[src/rtl/seg_fade_chaser_if.sv]
// rtl/seg_fade_chaser_if.sv - switch inputs and LED drive of seg_fade_chaser
interface seg_fade_chaser_if #(
  parameter int NUM_CH = 8
);
  logic [2:0]        speed;
  logic              direction;
  logic [1:0]        mode;
  logic [NUM_CH-1:0] led;

  modport master (output speed, output direction, output mode, input led);
  modport slave  (input speed, input direction, input mode, output led);
endinterface

[src/rtl/seg_fade_chaser.sv]
// rtl/seg_fade_chaser.sv - multi-channel LED chaser with geometric PWM fade trails
module seg_fade_chaser #(
  parameter int NUM_CH   = 8,
  parameter int BRIGHT_W = 5,
  parameter int STEP_W   = 24,
  parameter int FADE_W   = 21,
  parameter int SEQ_LEN  = 8,
  parameter logic [SEQ_LEN*$clog2(NUM_CH)-1:0] SEQ =
    {3'd5, 3'd6, 3'd2, 3'd3, 3'd4, 3'd6, 3'd1, 3'd0},
  parameter bit  ACTIVE_LOW = 1'b1
) (
  input  logic             clk,
  input  logic             reset,
  seg_fade_chaser_if.slave bus
);

  localparam int IDX_W = $clog2(NUM_CH);
  localparam int POS_W = $clog2(SEQ_LEN);
  localparam logic [POS_W-1:0] POS_LAST = POS_W'(SEQ_LEN - 1);

  localparam logic [1:0] MODE_WRAP   = 2'd0;
  localparam logic [1:0] MODE_BOUNCE = 2'd1;
  localparam logic [1:0] MODE_BLANK  = 2'd3;

  logic [2:0]          speed_q;
  logic                dir_q;
  logic [1:0]          mode_q;
  logic [STEP_W-1:0]   step_cnt_q, step_cnt_d;
  logic [FADE_W-1:0]   fade_cnt_q;
  logic [BRIGHT_W-1:0] pwm_cnt_q;
  logic [POS_W-1:0]    pos_q, pos_d;
  logic                bdir_q, bdir_d;
  logic [BRIGHT_W-1:0] bright_q [NUM_CH];
  logic [BRIGHT_W-1:0] bright_d [NUM_CH];
  logic [NUM_CH-1:0]   lit_q, lit_d;

  logic [STEP_W-1:0]   step_limit;
  logic                step_evt;
  logic                fade_tick;
  logic [IDX_W-1:0]    head_idx;

  assign step_limit = {speed_q, {(STEP_W-3){1'b1}}};
  // >= rather than == so a speed decrease below the running count steps at once
  assign step_evt   = (step_cnt_q >= step_limit);
  assign step_cnt_d = step_evt ? '0 : step_cnt_q + 1'b1;
  assign fade_tick  = &fade_cnt_q;
  assign head_idx   = SEQ[int'(pos_q)*IDX_W +: IDX_W];

  always_comb begin
    pos_d  = pos_q;
    bdir_d = bdir_q;
    if (step_evt) begin
      case (mode_q)
        MODE_WRAP: begin
          if (dir_q) pos_d = (pos_q == POS_LAST) ? '0 : pos_q + 1'b1;
          else       pos_d = (pos_q == '0) ? POS_LAST : pos_q - 1'b1;
        end
        MODE_BOUNCE: begin
          // turn around on the end position itself so it is shown only once
          if (bdir_q) begin
            if (pos_q == POS_LAST) begin
              pos_d  = pos_q - 1'b1;
              bdir_d = 1'b0;
            end else begin
              pos_d  = pos_q + 1'b1;
            end
          end else begin
            if (pos_q == '0) begin
              pos_d  = pos_q + 1'b1;
              bdir_d = 1'b1;
            end else begin
              pos_d  = pos_q - 1'b1;
            end
          end
        end
        default: ;
      endcase
    end
  end

  always_comb begin
    for (int i = 0; i < NUM_CH; i++) begin
      bright_d[i] = fade_tick ? (bright_q[i] >> 1) : bright_q[i];
      if (mode_q != MODE_BLANK && head_idx == IDX_W'(i)) bright_d[i] = '1;
      lit_d[i] = (bright_q[i] > pwm_cnt_q);
    end
  end

  always_ff @(posedge clk) begin
    if (reset) begin
      speed_q    <= '0;
      dir_q      <= 1'b0;
      mode_q     <= '0;
      step_cnt_q <= '0;
      fade_cnt_q <= '0;
      pwm_cnt_q  <= '0;
      pos_q      <= '0;
      bdir_q     <= 1'b1;
      bright_q   <= '{default: '0};
      lit_q      <= '0;
    end else begin
      speed_q    <= bus.speed;
      dir_q      <= bus.direction;
      mode_q     <= bus.mode;
      step_cnt_q <= step_cnt_d;
      fade_cnt_q <= fade_cnt_q + 1'b1;
      pwm_cnt_q  <= pwm_cnt_q + 1'b1;
      pos_q      <= pos_d;
      bdir_q     <= bdir_d;
      bright_q   <= bright_d;
      lit_q      <= lit_d;
    end
  end

  assign bus.led = ACTIVE_LOW ? ~lit_q : lit_q;

endmodule

[src/flat_wrapper.sv]
// flat-port wrapper written by rule: the top's interface ports become plain ports
module seg_fade_chaser_flat 
#(
  parameter int NUM_CH   = 8,
  parameter int BRIGHT_W = 5,
  parameter int STEP_W   = 24,
  parameter int FADE_W   = 21,
  parameter int SEQ_LEN  = 8,
  parameter logic [SEQ_LEN*$clog2(NUM_CH)-1:0] SEQ =
    {3'd5, 3'd6, 3'd2, 3'd3, 3'd4, 3'd6, 3'd1, 3'd0},
  parameter bit  ACTIVE_LOW = 1'b1
)
  (clk, reset, bus_speed, bus_direction, bus_mode, bus_led);
  seg_fade_chaser_if #(.NUM_CH(NUM_CH)) bus_i ();
  input  logic clk;
  input  logic reset;
  input wire logic [$bits(bus_i.speed)-1:0] bus_speed;
  input wire logic [$bits(bus_i.direction)-1:0] bus_direction;
  input wire logic [$bits(bus_i.mode)-1:0] bus_mode;
  output wire logic [$bits(bus_i.led)-1:0] bus_led;
  assign bus_i.speed = bus_speed;
  assign bus_i.direction = bus_direction;
  assign bus_i.mode = bus_mode;
  assign bus_led = bus_i.led;
  seg_fade_chaser #(.NUM_CH(NUM_CH), .BRIGHT_W(BRIGHT_W), .STEP_W(STEP_W), .FADE_W(FADE_W), .SEQ_LEN(SEQ_LEN), .SEQ(SEQ), .ACTIVE_LOW(ACTIVE_LOW)) u_core (.clk(clk), .reset(reset), .bus(bus_i));
endmodule
[config.mk]
export PLATFORM = sky130hd
export DESIGN_NAME = seg_fade_chaser_flat
export DESIGN_NICKNAME = d
export VERILOG_FILES = /design/src/rtl/seg_fade_chaser_if.sv /design/src/rtl/seg_fade_chaser.sv /design/src/flat_wrapper.sv
export SDC_FILE = /design/constraint.sdc
export NUM_CORES = 1
export LEC_CHECK = 0
export BUFFER_PORTS_ARGS = -buffer_cell sky130_fd_sc_hd__buf_4
export CAP_MARGIN = 20
export CORE_MARGIN = 2
export CORE_UTILIZATION = 55
export DETAILED_ROUTE_END_ITERATION = 16
export GPL_ROUTABILITY_DRIVEN = 0
export PLACE_DENSITY = 0.72
export SYNTH_ARGS = -nofsm -noshare
export SYNTH_HDL_FRONTEND = slang
export SYNTH_SLANG_ARGS = --single-unit
[constraint.sdc]
create_clock -name clk -period 2.25 [get_ports clk]
set_input_delay 0.45 -clock clk [delete_from_list [all_inputs] [get_ports clk]]
set_output_delay 0.45 -clock clk [all_outputs]
set_load 0.02 [all_outputs]
After elaboration in Yosys (flattened, before gate mapping)
Cells that the tools add are included.
{"block": "op_classes", "add_sub_neg": 5, "mul": 1, "magnitude_cmp": 9, "mux": 26, "bitwise_logic": 1, "reduce_logical": 24, "eq_ne": 10, "n_shift": 1}
{"cell": "$mux W5", "n": 16}
{"cell": "$gt A5 B5 Y1", "n": 8}
{"cell": "$shiftx A24 B32 Y3 const A", "n": 1}
{"cell": "$add A24 B1 Y24 const B", "n": 1}
{"cell": "$ge A24 B24 Y1", "n": 1}
{"cell": "$add A21 B1 Y21 const B", "n": 1}
{"cell": "$reduce_and A21 Y1", "n": 1}
{"cell": "$mux W3", "n": 6}
{"cell": "$reduce_bool A2 Y1", "n": 9}
{"cell": "$eq A3 B3 Y1 const B", "n": 5}
{"cell": "$logic_and A1 B1 Y1", "n": 8}
{"cell": "$not A8 Y8", "n": 1}
{"cell": "$eq A3 B2 Y1 const B", "n": 2}
{"cell": "$logic_not A3 Y1", "n": 2}
{"cell": "$pmux W3 S2", "n": 1}
{"cell": "$add A5 B1 Y5 const B", "n": 1}
{"cell": "$mul A3 B2 Y5 const B", "n": 1}
{"cell": "$reduce_and A2 Y1", "n": 2}
{"cell": "$add A3 B1 Y3 const B", "n": 1}
{"cell": "$eq A3 B1 Y1 const B", "n": 1}
{"cell": "$mux W1", "n": 3}
{"cell": "$sub A3 B1 Y3 const B", "n": 1}
{"cell": "$eq A2 B1 Y1 const B", "n": 1}
{"cell": "$logic_not A2 Y1", "n": 1}
{"cell": "other kinds (2)", "n": 2}
{"block": "totals", "reg_bits": 108, "out_inout_bits": 8, "elab_cells": 94}

Logic depth before layout (Yosys ltp)
Gate-level depths: netlist of run 1.
{"block": "logic_depth", "depth_word": 5, "mapped_depth": 9, "ltp_nobuf": 7}

Worst setup path before layout of run 1
No wires, ideal clock.
{"block": "synth_timing", "path_type": "register -> register", "from": "register u_core.step_cnt_q[22]", "to": "register u_core.step_cnt_q[10]", "arrival_time_ns": 1.717, "required_ns": 2.186, "path_slack_ns": 0.470, "path_stages_with_launch": 9, "path_buffers": 2, "synth_period_minus_slack_ns": 1.780, "cell_sequence": "dfxtp_1 ha_1 a21o_1 a21o_1 a31o_2 or2_1 buf_4 buf_6 nor2_1"}
{"block": "synth_via", "elab_chain_cells": 2}
{"element": "start, declared", "line_no": "seg_fade_chaser.sv:28", "source": "logic [STEP_W-1:0] step_cnt_q, step_cnt_d;"}
{"element": "start signal, assigned", "line_no": "seg_fade_chaser.sv:105", "source": "step_cnt_q <= step_cnt_d;"}
{"element": "$ge A24 B24 Y1", "line_no": "seg_fade_chaser.sv:44", "source": "assign step_evt = (step_cnt_q >= step_limit);"}
{"element": "$reduce_or A2 Y1 (no line)"}
No other way between the ends.
A chain may end at the register's enable or synchronous reset.

Worst setup path in the final report of run 1
{"block": "layout_timing", "from": "register u_core.step_cnt_q[22]", "to": "register u_core.step_cnt_q[4]"}
The elaborated chain is that of the path after synthesis.

==> results of run 1 <==
-- cells by family (layout without fill, tap and decap cells) --
kind of cell | Yosys count | after routing | share of synthesized area, %
XOR/XNOR | 45 | 45 | 7.43
buffers and inverters | 59 | 76 | 4.90
AND/OR/NAND/NOR | 177 | 177 | 17.5
adder cells (fa/ha/maj) | 52 | 52 | 12.3
flip-flops | 108 | 108 | 40.7
AO/OA/AOI/OAI | 92 | 92 | 10.7
multiplexers | 34 | 34 | 6.41
-- stage by stage --
step                hold WS [ns]  std cells
CTS                        0.265        713
global route               0.257        713
global placement           0.442        697
finish                     0.282        713
detailed placement         0.453        697
floorplan                  0.430        567
-- synthesized netlist by cell type, drive strengths merged (3+ instances only) --
cell type / n / share of area, %
a221oi: 8 / 1.3
a21oi: 46 / 4.3
nor3: 8 / 0.75
nor2b: 16 / 1.9
and3: 5 / 0.61
clkbuf: 8 / 0.57
or2: 3 / 0.35
buf: 10 / 1.4
o21a: 16 / 2.3
mux2i: 34 / 6.4
xor2: 23 / 3.8
nor4: 3 / 0.92
nor2: 59 / 4.3
dfxtp: 108 / 41
nand2: 30 / 2.1
nand2b: 3 / 0.35
nand3: 19 / 1.8
a211oi: 3 / 0.42
o21ai: 10 / 0.94
inv: 41 / 2.9
xnor2: 22 / 3.6
or3: 3 / 0.35
a21o: 3 / 0.42
and4: 11 / 1.9
ha: 52 / 12
nand4: 12 / 1.5
-- final cells by class --
class	instances	area (um2)	share of cell area (%)
clock buffer	10	128	2.23
clock inverter	6	72.6	1.27
inverter	41	154	2.69
multi-input combinational	400	2890	50.5
sequential	108	2160	37.8
tap	129	161	2.82
timing repair buffer	19	155	2.71
-- per-layer routing --
metal  vias to the layer above  global-route usage (%)  routed length (um)
met1                      1811                    23.0                4420
met4                         0                    5.23                 120
li1                       1984                       -                   -
met5                         -                       0                   0
met3                        13                    5.61                 219
met2                        35                    35.8                4530
-- where the power goes --
part	internal [mW]	total (mW)	leakage [nW]	switching [mW]
logic	0.131	0.272	1.41	0.141
clock network	0.527	1.20	0.0975	0.674
registers	1.95	1.98	0.877	0.0288
-- flip-flops by register name, indices dropped and copies added, names as in the netlist --
| signal | flops |
|---|---|
| u_core.lit_q | 8 |
| u_core.bright_q | 40 |
| u_core.speed_q | 3 |
| u_core.fade_cnt_q | 21 |
| u_core.dir_q | 1 |
| u_core.pwm_cnt_q | 5 |
| u_core.pos_q | 3 |
| u_core.step_cnt_q | 24 |
| u_core.mode_q | 2 |
| u_core.bdir_q | 1 |
-- how the worst max path moves through the flow --
stage                     startpoint               endpoint  slack [ns]  depth (start not counted)
6_report       u_core.step_cnt_q[22]   u_core.step_cnt_q[4]        0.24                          6
3_5_place_dp    u_core.step_cnt_q[0]  u_core.step_cnt_q[14]        0.02                          6
2_1_floorplan  u_core.step_cnt_q[22]  u_core.step_cnt_q[10]        0.47                          8
3_3_place_gp    u_core.step_cnt_q[0]   u_core.step_cnt_q[5]        0.10                          6
5_1_grt         u_core.fade_cnt_q[0]     u_core.bright_q[8]        0.09                          7
4_1_cts         u_core.step_cnt_q[0]   u_core.step_cnt_q[4]        0.01                          6
-- what timing repair did --
item                       4_1_cts  5_1_grt
setup buffers                    0        0
gates resized for setup          0        1
setup endpoints to repair        0       24
==> impl_metrics.json, run 1 <==
{
  "syn_nets": 627,
  "critPathKind": "flip-flop to flip-flop",
  "antennaDiodeCount": 0,
  "crit_chain": "ha_1, a21o_1, a21o_1, a31o_2, or2_2, nor2_1",
  "endpoint_kind": "flip-flop",
  "final-hold-violation-count": 0,
  "postPlaceCellArea_um2": 5520,
  "cts_hold_buffers": 0,
  "crit_arrival_ns": 2.31,
  "reg2reg_from": "u_core.step_cnt_q[22]",
  "min_path_cells": 2,
  "period_share_pct": 89.2,
  "synth_flop_cell": "dfxtp_1",
  "grt_max_degree": 85,
  "cts_max_path_buffers": 2,
  "die_h_um": 102,
  "post_drt_wl_per_cell_um": 13.0,
  "io_pins": 16,
  "fin_tns_setup_ns": 0,
  "route.detailed.drc": 0,
  "syn_to_final_growth_pct": 7.73,
  "cts_root_buf": "clkbuf_8",
  "start_util_pct": 57.2,
  "rsz0062_at_grt": "no",
  "ff2ff_path_depth": 6,
  "antenna_found_initial": 0,
  "fin_ws_ns": 0.244,
  "p_leak_nw": 2.38,
  "grt_use_total_pct": 19.8,
  "report.final.slew_viol_count": 0,
  "drt_iter0_drc": 140,
  "totalPowerFinal_mw": 3.45,
  "power_per_cell_area_nw_per_um2": 604,
  "vias": 3843,
  "cp_slowest_stage_delay_ns": 0.48,
  "clock_sinks": 108,
  "rrSetupSlack_ns": 0.24,
  "finClkSkew_ns": 0.0108,
  "drive_gt1_share_pct": 7.88,
  "synth_edf_count": 0,
  "period_minus_slack_ns": 2.01,
  "critPathMostFrequentCell": "a21o_1",
  "cts_max_level": 3,
  "fmax_mhz": 498,
  "worstMarginPinSlew_ns": 0.587,
  "slowest_stage": "or2_2",
  "clk_pin_slew_ns": 0.10,
  "yosysWarningCount": 0,
  "overflow": 0,
  "routed_via_density": 5.39,
  "first_pass_iters": 4,
  "cp_max_fo": 24,
  "die_area_um2": 10500,
  "cp_num_buf_inv": 0,
  "syn_avg_cell_area_um2": 9.36,
  "grt_pass1_wl_um": 16600,
  "cts_tree": "yes",
  "hold_start": "bus_speed[1]",
  "setup_viol": 0,
  "dieWidth_um": 102,
  "post-route-util_pct": 61.6,
  "clk_latency_ns": 0.37,
  "fp.coreArea_um2": 9280,
  "slew_headroom_pct": 60.5,
  "final_cell_area_um2": 5720,
  "pre_cts_slack_ns": 0.0222,
  "final_nets": 639,
  "hold_end": "u_core.speed_q[1]",
  "numCtsBuffers": 9,
  "async_reset_ff_share_pct": 0,
  "critPathLaunchType": "flip-flop",
  "hpwlAfterDp_um": 6390,
  "num-fill-cells": 808,
  "ys_seq_area_share_pct": 40.7,
  "layout_commonest_cell": "dfxtp_1",
  "drtAntennaViolNets": 0,
  "grt_pass1_vias": 3881,
  "ir_drop_v": 0.000530,
  "synth_cell_types": 47,
  "ys_seq_elements": 108,
  "hold_class": "primary input to flip-flop",
  "cp.required_ns": 2.56,
  "maxCapViolations": 0,
  "netlist_area_um2": 5310,
  "r2r-end": "u_core.step_cnt_q[4]",
  "portBuffers": 15,
  "fp-row-count": 35,
  "mostFrequentLayoutCells": "108 x dfxtp_1, 57 x nor2_1, 52 x ha_1",
  "routed_wl_um": 9290,
  "crit_family": "simple AND/OR/NAND/NOR gates",
  "synthCells": 567,
  "status": "finished, final reports clean"
}
No activity file was read; power rests on OpenSTA's default activity.
==> run 2, diff against run 1 <==
- PLACE_DENSITY: 0.72 -> 0.75
- clock period: 2.25 -> 1.73 ns (I/O delays scaled with it)
==> impl_metrics.json, run 2 (same netlist as run 1, synthesis figures left out) <==
{
  "violations": "negative setup slack",
  "final_nets": 688,
  "ir_drop_v": 0.000628,
  "drtAntennaViolNets": 0,
  "maxCapViolations": 0,
  "netSwitchingFraction_pct": 25.4,
  "final-hold-violation-count": 0,
  "crit_family": "simple AND/OR/NAND/NOR gates",
  "cp_max_fo": 6,
  "cp_slowest_stage_delay_ns": 0.37,
  "status": "finished with violations",
  "cp_num_buf_inv": 1,
  "crit_chain": "ha_4, nand4_1, nor4_4, a31o_2, or2_4, buf_16, nor2_1",
  "fin_ws_ns": -0.0775,
  "first_pass_iters": 4,
  "clk_latency_ns": 0.38,
  "comb_power_share_pct": 10.6,
  "slew_headroom_pct": 71.9,
  "largest_register": "u_core.bright_q",
  "largestRegisters": "u_core.bright_q x40, u_core.step_cnt_q x24, u_core.fade_cnt_q x21",
  "cp.required_ns": 2.01,
  "syn_to_final_growth_pct": 21.9,
  "route.detailed.drc": 0,
  "p_sw_mw": 1.15,
  "numCtsBuffers": 9,
  "fp-row-count": 35,
  "vias": 4088,
  "routed_wl_um": 10800,
  "clockPowerShare_pct": 33.0,
  "overflow": 0,
  "power_frac_seq_pct": 56.4,
  "report.final.slew_viol_count": 0,
  "fmax_mhz": 553,
  "fin_cells": 762,
  "antennaDiodeCount": 0,
  "cts_tree": "yes",
  "period_share_pct": 104,
  "largest_reg_flops": 40,
  "cts_max_path_buffers": 2,
  "grt_max_degree": 37,
  "intPower_mw": 3.40,
  "hpwlAfterDp_um": 7000,
  "drive_gt1_share_pct": 23.5,
  "die_area_um2": 10500,
  "clk_pin_slew_ns": 0.10,
  "crit_arrival_ns": 2.09,
  "grt_use_total_pct": 21.6,
  "cts_max_level": 3,
  "period_minus_slack_ns": 1.81,
  "slowest_stage": "dfxtp_2",
  "cts_root_buf": "clkbuf_8",
  "hold_class": "primary input to flip-flop",
  "start_util_pct": 57.2,
  "post_drt_wl_per_cell_um": 14.2,
  "fin_tns_setup_ns": -1.58,
  "placed_cells": 731,
  "critPathKind": "flip-flop to flip-flop",
  "clock_sinks": 108,
  "critPathLaunchType": "flip-flop",
  "cts_hold_buffers": 0,
  "routed_via_density": 5.36,
  "antenna_found_initial": 0,
  "power_per_cell_area_nw_per_um2": 704,
  "drt_iter0_drc": 106,
  "die_h_um": 102,
  "fp.coreArea_um2": 9280,
  "dieWidth_um": 102,
  "mostFrequentLayoutCells": "97 x dfxtp_1, 59 x buf_4, 48 x ha_1",
  "layout_commonest_cell": "dfxtp_1",
  "p_leak_nw": 2.69,
  "worstMarginPinSlew_ns": 0.421,
  "rsz0062_at_grt": "yes",
  "finClkSkew_ns": 0.00871,
  "io_pins": 16,
  "grt_pass1_wl_um": 17900,
  "portBuffers": 15,
  "endpoint_kind": "flip-flop",
  "grt_pass1_vias": 4053,
  "setup_viol": 27
}
run 2: cell count changes in the layout (fill, tap and decap cells not counted), sizes merged:
cell and delta:
buf +49, clkbuf +1, bufinv -1
run 2: final timing paths:
check	startpoint	to	slack, ns	depth (start not counted)
worst min-delay path	bus_speed[0]	u_core.speed_q[0]	0.19	2
worst min register to register	u_core.bright_q[9]	u_core.bright_q[9]	0.48	2
worst max-delay path	u_core.step_cnt_q[1]	u_core.step_cnt_q[15]	-0.08	7
worst max register to register	u_core.step_cnt_q[1]	u_core.step_cnt_q[15]	-0.08	7
run 2: power by group through the flow:
| stage | sequential (mW) | combinational (mW) | clock, mW |
|---|---|---|---|
| floorplan | 2.62 | 0.268 | 0 |
| global placement | 2.62 | 0.394 | 0 |
| detailed placement | 2.62 | 0.416 | 0 |
| CTS | 2.56 | 0.457 | 1.55 |
| global route | 2.57 | 0.537 | 1.64 |
| finish | 2.57 | 0.484 | 1.50 |
run 2: metal layers:
layer  up-vias  part of all wire (%)  global-route usage, %
li1       2081                     -                      -
met1      1954                    44                   25.2
met2        37                    52                   39.6
met3        16                   2.4                   4.72
met4         0                   1.7                   6.56
met5         -                     0                      0
run 2: area by class of cell:
| cell class | count | area, um2 |
|---|---|---|
| clock buffers | 11 | 151 |
| clock inverters | 5 | 42.5 |
| fillers | 712 | 2810 |
| inverters | 41 | 154 |
| multi-input cells | 400 | 3130 |
| flip-flops and latches | 108 | 2180 |
| well taps | 129 | 161 |
| repair buffers | 68 | 653 |
run 2: repair_timing:
| action | 4_1_cts | 5_1_grt |
|---|---|---|
| setup buffers | 7 | 4 |
| cloned | 4 | 0 |
| endpoints found under the setup margin | 56 | 70 |
| pin swaps | 8 | 15 |
| gates resized for setup | 31 | 48 |
| hold endpoints to repair | 0 | 0 |
run 2: per-stage QoR:
step / hold WS [ns] / instance area [um2] / power (mW) / setup slack, ns / utilization, %
after global placement: 0.467 / 5820 / 3.01 / 0.00394 / 62.7
final: 0.189 / 6470 / 4.55 / -0.0775 / 69.7
after floorplan: 0.430 / 5310 / 2.89 / -0.0145 / -
after CTS: 0.181 / 6270 / 4.57 / -0.0260 / 67.6
after detailed placement: 0.467 / 5820 / 3.04 / -0.0596 / 62.7
after global routing: 0.176 / 6470 / 4.75 / -0.124 / 69.7
==> run 3, diff against run 2 <==
- PLACE_DENSITY: 0.75 -> 0.72
- clock period: 1.73 -> 2.15 ns (I/O delays scaled with it)
==> impl_metrics.json, run 3 (same netlist as run 1, synthesis figures left out) <==
{
  "status": "finished, final reports clean",
  "routed_wl_um": 9450,
  "start_util_pct": 57.2,
  "placed_cells": 698,
  "intPower_mw": 2.70,
  "drt_iter0_drc": 149,
  "numCtsBuffers": 9,
  "p_leak_nw": 2.37,
  "io_pins": 16,
  "grt_pass1_wl_um": 16800,
  "clock_sinks": 108,
  "cp.required_ns": 2.45,
  "cts_hold_buffers": 0,
  "largest_register": "u_core.bright_q",
  "fp-row-count": 35,
  "cts_tree": "yes",
  "cts_max_path_buffers": 2,
  "cts_max_level": 3,
  "clockPowerShare_pct": 33.3,
  "netSwitchingFraction_pct": 23.6,
  "post_drt_wl_per_cell_um": 13.3,
  "cts_resized": 0,
  "fin_tns_setup_ns": 0,
  "drtAntennaViolNets": 0,
  "report.final.slew_viol_count": 0,
  "finClkSkew_ns": 0.00909,
  "clk_pin_slew_ns": 0.09,
  "endpoint_kind": "flip-flop",
  "power_frac_seq_pct": 58.6,
  "critPathMostFrequentCell": "inv_1",
  "die_h_um": 102,
  "cp_max_fo": 8,
  "fin_ws_ns": 0.263,
  "dieWidth_um": 102,
  "clk_latency_ns": 0.37,
  "cp_slowest_stage_delay_ns": 0.47,
  "die_area_um2": 10500,
  "mostFrequentLayoutCells": "108 x dfxtp_1, 57 x nor2_1, 52 x ha_1",
  "portBuffers": 15,
  "fmax_mhz": 530,
  "p_sw_mw": 0.833,
  "grt_pass1_vias": 3749,
  "cts_setup_buffers": 0,
  "drive_gt1_share_pct": 7.55,
  "final_nets": 640,
  "num-fill-cells": 822,
  "rsz0062_at_grt": "no",
  "grt_max_degree": 54,
  "cp_num_buf_inv": 2,
  "final-hold-violation-count": 0,
  "fin_cells": 712,
  "critPathKind": "flip-flop to flip-flop",
  "ir_drop_v": 0.000549,
  "power_per_cell_area_nw_per_um2": 620,
  "vias": 3851,
  "period_share_pct": 87.8,
  "timing.hold.ws_ns": 0.270,
  "hpwlAfterDp_um": 6700,
  "pre_cts_slack_ns": 0.293,
  "fp.coreArea_um2": 9280,
  "largest_reg_flops": 40,
  "maxCapViolations": 0,
  "crit_family": "flip-flops",
  "hold_class": "primary input to flip-flop",
  "slew_headroom_pct": 63.1,
  "routed_via_density": 5.41,
  "comb_power_share_pct": 8.1,
  "layout_commonest_cell": "dfxtp_1",
  "syn_to_final_growth_pct": 7.50,
  "antenna_found_initial": 0,
  "critPathLaunchType": "flip-flop",
  "slowest_stage": "dfxtp_1",
  "crit_chain": "inv_1, ha_1, inv_1, mux2i_1, nand4_1, a21oi_1",
  "largestRegisters": "u_core.bright_q x40, u_core.step_cnt_q x24, u_core.fade_cnt_q x21",
  "route.detailed.drc": 0,
  "antennaDiodeCount": 0,
  "worstMarginPinSlew_ns": 0.554,
  "grt_use_total_pct": 20.0,
  "period_minus_slack_ns": 1.89,
  "overflow": 0,
  "first_pass_iters": 4,
  "crit_arrival_ns": 2.19,
  "post-route-util_pct": 61.5,
  "cts_root_buf": "clkbuf_8",
  "setup_viol": 0
}
run 3: changes by cell type in the layout (fill, tap and decap cells not counted), moves of 4 or more:
cell and change:
buf_12 -4, buf_16 -4, buf_4 -40, dfxtp_1 +11, dfxtp_2 -11, ha_1 +4, nor2_1 +23, nor2_2 -11
nor2_4 -12, o21ai_0 +5
run 3: worst paths after layout:
check / startpoint / cells past startpoint / slack, ns / endpoint
worst max-delay path: u_core.pos_q[0] / 6 / 0.26 / u_core.bright_q[18]
worst min-delay path: bus_speed[2] / 2 / 0.27 / u_core.speed_q[2]
worst max register to register: u_core.pos_q[0] / 6 / 0.26 / u_core.bright_q[18]
worst min register to register: u_core.step_cnt_q[0] / 1 / 0.47 / u_core.step_cnt_q[0]
run 3: worst register-to-register path, cell delays in order, from the launching register on:
cell	delay, ns
dfxtp_1	0.47
inv_1	0.13
ha_1	0.40
inv_1	0.08
mux2i_1	0.23
nand4_1	0.30
a21oi_1	0.21
run 3: cell type report:
type	instances	area [um2]	share of cell area (%)
inverter	41	154	2.70
clock buffer	10	128	2.24
clock inverter	4	52.6	0.921
timing repair buffer	20	163	2.85
sequential	108	2160	37.9
multi-input combinational	400	2890	50.6
tap	129	161	2.83
run 3: layer usage:
| layer | share of wire, % | routed length (um) | vias up | global-route usage (%) |
|---|---|---|---|---|
| li1 | - | - | 1981 | - |
| met4 | 1.4 | 133 | 0 | 6.36 |
| met1 | 47 | 4460 | 1825 | 24.5 |
| met3 | 2.3 | 220 | 13 | 4.17 |
| met5 | 0 | 0 | - | 0 |
| met2 | 49 | 4630 | 32 | 35.3 |
run 3: power groups by stage:
stage                     Clock [mW]  Combinational [mW]  Sequential [mW]
after floorplan                    0               0.215             2.11
after global placement             0               0.272             2.12
after detailed placement           0               0.287             2.12
after CTS                       1.22               0.289             2.07
after global routing            1.29               0.328             2.08
final                           1.18               0.287             2.07
run 3: per-stage QoR:
stage               area [um2]  total power, mW
floorplan                 5310             2.32
global placement          5530             2.39
detailed placement        5530             2.40
CTS                       5710             3.58
global route              5710             3.70
finish                    5710             3.54
